$ cat config.mk
export PLATFORM = sky130hd
export DESIGN_NAME = mult4_digit_seq_ctrl
export DESIGN_NICKNAME = d
export VERILOG_FILES = /design/src/rtl/mult4_digit_seq_ctrl.sv
export SDC_FILE = /design/constraint.sdc
export NUM_CORES = 1
export LEC_CHECK = 0
export ABC_AREA = 1
export CORE_MARGIN = 8
export CORE_UTILIZATION = 25
export CTS_CLUSTER_SIZE = 30
export DETAILED_ROUTE_END_ITERATION = 16
export PLACE_DENSITY = 0.45
export SYNTH_ARGS = -nofsm -noshare
export SYNTH_HDL_FRONTEND = slang
export SYNTH_SLANG_ARGS = --single-unit
$ cat constraint.sdc
create_clock -name clk -period 2.3 [get_ports clk]
set_input_delay 0.23 -clock clk [delete_from_list [all_inputs] [get_ports clk]]
set_output_delay 0.23 -clock clk [all_outputs]
set_load 0.01 [all_outputs]
$ cat src/rtl/mult4_digit_seq_ctrl.sv
// Sequential 4x4 unsigned multiplier that drives one shared external 2x2 core,
// one digit pair per cycle, and accumulates the shifted partial products.
module mult4_digit_seq_ctrl #(
    parameter bit SKIP_ZERO = 1'b0
) (
    input  logic       clk,
    input  logic       rst,
    input  logic       in_valid,
    output logic       in_ready,
    input  logic [3:0] A,
    input  logic [3:0] B,
    output logic [1:0] mul_a,
    output logic [1:0] mul_b,
    output logic       mul_en,
    input  logic [3:0] mul_p,
    output logic       out_valid,
    input  logic       out_ready,
    output logic [7:0] P,
    output logic       busy
);
    typedef enum logic [1:0] {IDLE, MUL, DONE} state_t;

    state_t      state_q, state_d;
    logic [3:0]  a_q, a_d;
    logic [3:0]  b_q, b_d;
    logic [3:0]  mask_q, mask_d;
    logic [7:0]  acc_q, acc_d;
    logic [3:0]  accept_mask;
    logic [3:0]  mask_cleared;
    logic [1:0]  step;
    logic [1:0]  shift_units;
    logic [7:0]  pp_shifted;

    // Step gi uses the high digit of A when gi>=2 and the high digit of B when gi is odd.
    genvar gi;
    generate
        for (gi = 0; gi < 4; gi++) begin : g_step
            logic [1:0] da;
            logic [1:0] db;
            assign da = (gi >= 2) ? A[3:2] : A[1:0];
            assign db = ((gi % 2) == 1) ? B[3:2] : B[1:0];
            assign accept_mask[gi] = !SKIP_ZERO || ((da != 2'd0) && (db != 2'd0));
        end
    endgenerate

    always_comb begin
        step = 2'd0;
        if (mask_q[0])      step = 2'd0;
        else if (mask_q[1]) step = 2'd1;
        else if (mask_q[2]) step = 2'd2;
        else if (mask_q[3]) step = 2'd3;
    end

    assign mask_cleared = mask_q & (mask_q - 4'd1);
    // Shift is twice the number of high digits in the pair: 0, 2, 2, 4.
    assign shift_units  = {step[1] & step[0], step[1] ^ step[0]};
    assign pp_shifted   = {4'd0, mul_p} << {shift_units, 1'b0};

    always_comb begin
        state_d   = state_q;
        a_d       = a_q;
        b_d       = b_q;
        mask_d    = mask_q;
        acc_d     = acc_q;
        in_ready  = 1'b0;
        out_valid = 1'b0;
        mul_en    = 1'b0;
        mul_a     = 2'd0;
        mul_b     = 2'd0;
        case (state_q)
            IDLE: begin
                in_ready = 1'b1;
                if (in_valid) begin
                    a_d     = A;
                    b_d     = B;
                    acc_d   = 8'd0;
                    mask_d  = accept_mask;
                    state_d = (accept_mask != 4'd0) ? MUL : DONE;
                end
            end
            MUL: begin
                mul_en = 1'b1;
                mul_a  = step[1] ? a_q[3:2] : a_q[1:0];
                mul_b  = step[0] ? b_q[3:2] : b_q[1:0];
                acc_d  = acc_q + pp_shifted;
                mask_d = mask_cleared;
                if (mask_cleared == 4'd0) state_d = DONE;
            end
            DONE: begin
                out_valid = 1'b1;
                if (out_ready) state_d = IDLE;
            end
            default: state_d = IDLE;
        endcase
    end

    always_ff @(posedge clk) begin
        if (rst) begin
            state_q <= IDLE;
            a_q     <= 4'd0;
            b_q     <= 4'd0;
            mask_q  <= 4'd0;
            acc_q   <= 8'd0;
        end else begin
            state_q <= state_d;
            a_q     <= a_d;
            b_q     <= b_d;
            mask_q  <= mask_d;
            acc_q   <= acc_d;
        end
    end

    assign P    = acc_q;
    assign busy = (state_q != IDLE);
endmodule

Word-level counts from Yosys, hierarchy flattened
Index checks and enable logic that the tools add are counted.

storage, ports and cells
  register bits after elaboration = 22
  bits in latches = 0
  RAM bits = 0
  bits in read-only memories = 0
  memories = 0

operators by class
  add/sub/neg operators = 2
  multiply operators = 0
  div/mod/pow operators = 0
  order comparisons = 0
  eq/ne operators = 5
  shift-type cells = 1
  muxes and demuxes = 19
  bitwise operators = 3
  reductions and logical operators = 7

operator list
  cell                                                                 count
  2-bit two-way mux                                                    11
  8-bit case mux with 2 select lines                                   1
  8-bit adder                                                          1
  8-bit two-way mux                                                    1
  4-bit case mux with 2 select lines                                   1
  4-bit by 3-bit << shifter with 8-bit output                          1
  2-bit != test (second input constant)                                3
  2-bit case mux with 3 select lines                                   1
  4-bit AND                                                            1
  4-bit logical NOT                                                    1
  4-bit two-way mux                                                    1
  2-bit AND reduction                                                  2
  2-bit nonzero test                                                   2
  4-bit by 1-bit subtractor with 4-bit output (second input constant)  1
  1-bit two-way mux                                                    3
  3-bit AND reduction                                                  1
  2-bit by 1-bit == test with 1-bit output (second input constant)     1
  2-bit == test (second input constant)                                1
  2-bit logical NOT                                                    1
  1-bit AND                                                            1
  1-bit bitwise XOR                                                    1

Logic depth before layout (Yosys ltp)
  depth in word-level cells = 8
  mapped depth = 20

Worst setup path after synthesis
Ideal clock, no wire load.

  kind = register -> register
  start point = register mask_q[1]
  end point = register acc_q[7], in the netlist P[7]
  arrival = 2082 ps
  slack = 86 ps
  stages on the path, launching flop included = 14
  clock period less this slack = 2214 ps
  cells stage by stage = dfxtp_1 inv_1 nand2_1 a21oi_1 ha_1 o21ai_0 nor2_1 ha_1 a21oi_1 nand2_1 a21oi_1 nand2_1 nand3_1 a21oi_1

between the ends
  cells in the longest elaborated chain, start to end = 6

RTL lines
  what                                            line  RTL
  from (decl)                                     26    logic [3:0] mask_q, mask_d;
  from (signal assigned)                          108   mask_q <= mask_d;
  2-bit two-way mux *                             49    else if (mask_q[1]) step = 2'd1;
  2-bit two-way mux *                             48    if (mask_q[0]) step = 2'd0;
  1-bit bitwise XOR or 1-bit AND (tied branches)  56    assign shift_units = {step[1] & step[0], step[1] ^ step[0]};
  4-bit by 3-bit << shifter with 8-bit output *   57    assign pp_shifted = {4'd0, mul_p} << {shift_units, 1'b0};
  8-bit adder *                                   85    acc_d = acc_q + pp_shifted;
  8-bit case mux with 2 select lines *            70    case (state_q)
  to (signal assigned)                            103   acc_q <= 8'd0;
  to (signal assigned)                            109   acc_q <= acc_d;
  to (decl)                                       27    logic [7:0] acc_q, acc_d;

Every way passes the cells marked *; elsewhere a longest branch is shown, timed or not.
A chain may end at the register's enable or synchronous reset.

Worst setup path in the final report
  start point = register mask_q[2]
  end point = register acc_q[7], in the netlist P[7]

between the ends
  cells in the longest elaborated chain, start to end = 7

RTL lines
  what                                            line  RTL
  2-bit two-way mux *                             50    else if (mask_q[2]) step = 2'd2;
  2-bit two-way mux *                             49
  2-bit two-way mux *                             48
  1-bit bitwise XOR or 1-bit AND (tied branches)  56
  4-bit by 3-bit << shifter with 8-bit output *   57
  8-bit adder *                                   85
  8-bit case mux with 2 select lines *            70

Marks and branches as above.

==> out/metrics.yaml <==
hold_buffers: 0
slew_headroom_pct: 78.1
grt_usage_pct: 9.89
dp.cells: 317
detail-route-antenna-nets: 0
worst_pin_slew_ns: 0.327
ir_drop_mv: 0.339
synth_commonest_cells: "nand2_1, a21oi_1, inv_1"
startpoint: "mask_q[2]"
nets: 282
hold_slack_ns: 0.471
detailed_place_hpwl_um: 2900
end_kind: "register"
die_area_um2: 8010
num_rows: 26
synth.most_common_cell: "nand2_1"
die_h_um: 89.5
max_stage_delay_ns: 0.35
cts_tree: "done"
n_fill_cell: 553
fin_setup_tns_ns: 0
worstHoldStart: "b_q[3]"
first_pass_iters: 4
yosysTopAreaCellShare_pct: 32.6
wl_per_cell_um: 11.5
p_leak_nw: 0.897
syn_avg_cell_area_um2: 6.52
ys_ff_latch: 22
crit_path_start_kind: "register"
path_class: "reg -> reg"
seq_area_frac_synth_pct: 32.6
chipWidth_um: 89.5
grt_pass1_wl_um: 6220
routed_wl_um: 3740
synth_ff_type: "dfxtp_1"
synth_edf_count: 0
outcome: "complete, no violations"
crit_required_ns: 2.50
async_flop_share_pct: 0
port_buffers: 31
synth_warnings: 0
via_count: 1418
cts_max_path_buffers: 2
path_common_cell: "nand2_1"
finalHoldViolations: 0
gp_congestion: 0.760
drive_above_1_share_pct: 23.0
clk_pin_slew_worst_paths_ns: 0.09
antenna_cells: 0
num_io_pins: 32
setup_viol: 0
final_cells: 326
antenna_found_initial: 0
hold_path_class: "reg -> reg"
clk-insertion-delay-late_ns: 0.27
drv_slew: 0
drtIter0Drc: 54
core_area_um2: 5170
cts_inserted_buffers: 3
htree_levels: 1
maxCapViolCount: 0
synth.cell_area_um2: 1350
worstPathMaxFanout: 8
clkSinkCount: 22
synth_top_area_cell: "dfxtp_1"
synth_cells: 207
crit_arrival_ns: 2.38
worstReg2RegStart: "mask_q[2]"
synthTopCellsByArea: "dfxtp_1, nand2_1, a21oi_1, ha_1, inv_1"
grt_pass1_vias: 1372
syn2layout_area_growth_pct: 53.0
period_share_pct: 94.6
syn_nets: 232
pre_cts_ws_ns: -0.148
worstPathCellList: "inv_2 -> nand2_2 -> a21oi_4 -> ha_4 -> o21ai_4 -> nor2_2 -> ha_1 -> a21oi_2 -> nand2_2 -> nand2_1 -> nand2_1 -> nand2_1 -> nand3_1 -> a21oi_1"
start_util_pct: 26.1
grt_max_degree: 16
clock_skew_ns: 0.00201
drcViolationCount: 0
globalRouteOverflowTotal: 0
setup_ws_ns: 0.124
max_freq_mhz: 460
slowest_stage: "ha_1"
power_density_nw_per_um2: 711
synth_cell_types: 23
period_needed_ns: 2.18
routed_via_density: 4.35
cts_root_buffer: "clkbuf_8"
layout by cell type, fill, tap and decap left out:
cell             count
nand2_1             58
clkdlybuf4s50_1     31
a21oi_1             23
inv_1               22
buf_4               19
dfxtp_1             18
o21ai_0             13
nor2_1              10
nand3_1              9
nand2_2              8
inv_2                4
nor2_2               4
ha_1                 4
ha_4                 4
dfxtp_2              4
nor2_4               3
a21oi_2              3
clkbuf_8             3
a21oi_4              2
o21ai_1              2
nand4_1              2
o21ai_4              1
nor3_1               1
a21o_1               1
nand2_4              1
inv_4                1
a31oi_1              1
nor3b_1              1
nand3b_1             1
fa_2                 1
bufinv_16            1
cell families (layout without fill, tap and decap cells):
| family | Yosys count | count (layout) | share of synthesized area [%] |
|---|---|---|---|
| AOI/OAI and AO/OA | 46 | 46 | 17.3 |
| and+or+nand+nor | 98 | 98 | 31.3 |
| buffers and inverters | 32 | 81 | 9.82 |
| adders and majority gates | 9 | 9 | 8.90 |
| DFF | 22 | 22 | 32.6 |
per-stage QoR:
| step | util, % | cell area [um^2] | power, W |
|---|---|---|---|
| after global placement | 35.3 | 1820 | 0.000967 |
| after floorplan | - | 1350 | 0.000741 |
| final | 39.9 | 2070 | 0.00147 |
| after global routing | 39.9 | 2070 | 0.00158 |
| after detailed placement | 35.3 | 1820 | 0.000962 |
| after CTS | 37.0 | 1920 | 0.00136 |
registers in the layout, indices dropped and copies added (netlist names):
name     flops
P            8
a_q          4
b_q          4
mask_q       4
state_q      2
metal layers:
metal | wire [um] | vias up | part of all wire, % | track usage, %
li1 | - | 763 | - | -
met1 | 1650 | 633 | 44 | 10.9
met2 | 1890 | 20 | 51 | 18.3
met3 | 172 | 2 | 4.6 | 3.22
met4 | 19 | 0 | 0.51 | 1.36
met5 | 0 | - | 0 | 0
path summary, 6_finish.rpt:
kind | endpoint | slack [ns] | cells past startpoint
setup / recovery | P[7] | 0.12 | 14
hold / removal | b_q[3] | 0.47 | 2
setup reg to reg | P[7] | 0.12 | 14
hold reg to reg | b_q[3] | 0.47 | 2
power by group:
part / internal, W / switching [W] / leakage, nW
sequential: 0.000416 / 0.0000287 / 0.181
clock: 0.000233 / 0.000142 / 0.0357
combinational: 0.000326 / 0.000324 / 0.680
total: 0.000975 / 0.000495 / 0.897
timing repair:
action,4_1_cts,5_1_grt
pin swaps,2,6
endpoints found under the setup margin,5,6
endpoints found under the hold margin,0,0
buffers inserted,0,5
cloned,0,0
gates resized for setup,7,30
worst max-delay path: cells and delay by family, from the launching register on:
| family | cells | cell delay [ns] |
|---|---|---|
| compound gates | 4 | 0.63 |
| fa+ha+maj | 2 | 0.60 |
| buf+inv | 1 | 0.08 |
| flops | 1 | 0.33 |
| simple gates | 7 | 0.48 |
cell type report:
class,instances,area (um^2),share of cell area [%]
multi-input cells,153,905,43.8
repair buffers,50,453,21.9
flip-flops and latches,22,445,21.6
inverters,27,104,5.03
well taps,70,87.6,4.24
clock buffers,3,41.3,2.00
clock inverters,1,30.0,1.45
No activity file was read; power rests on OpenSTA's default activity.
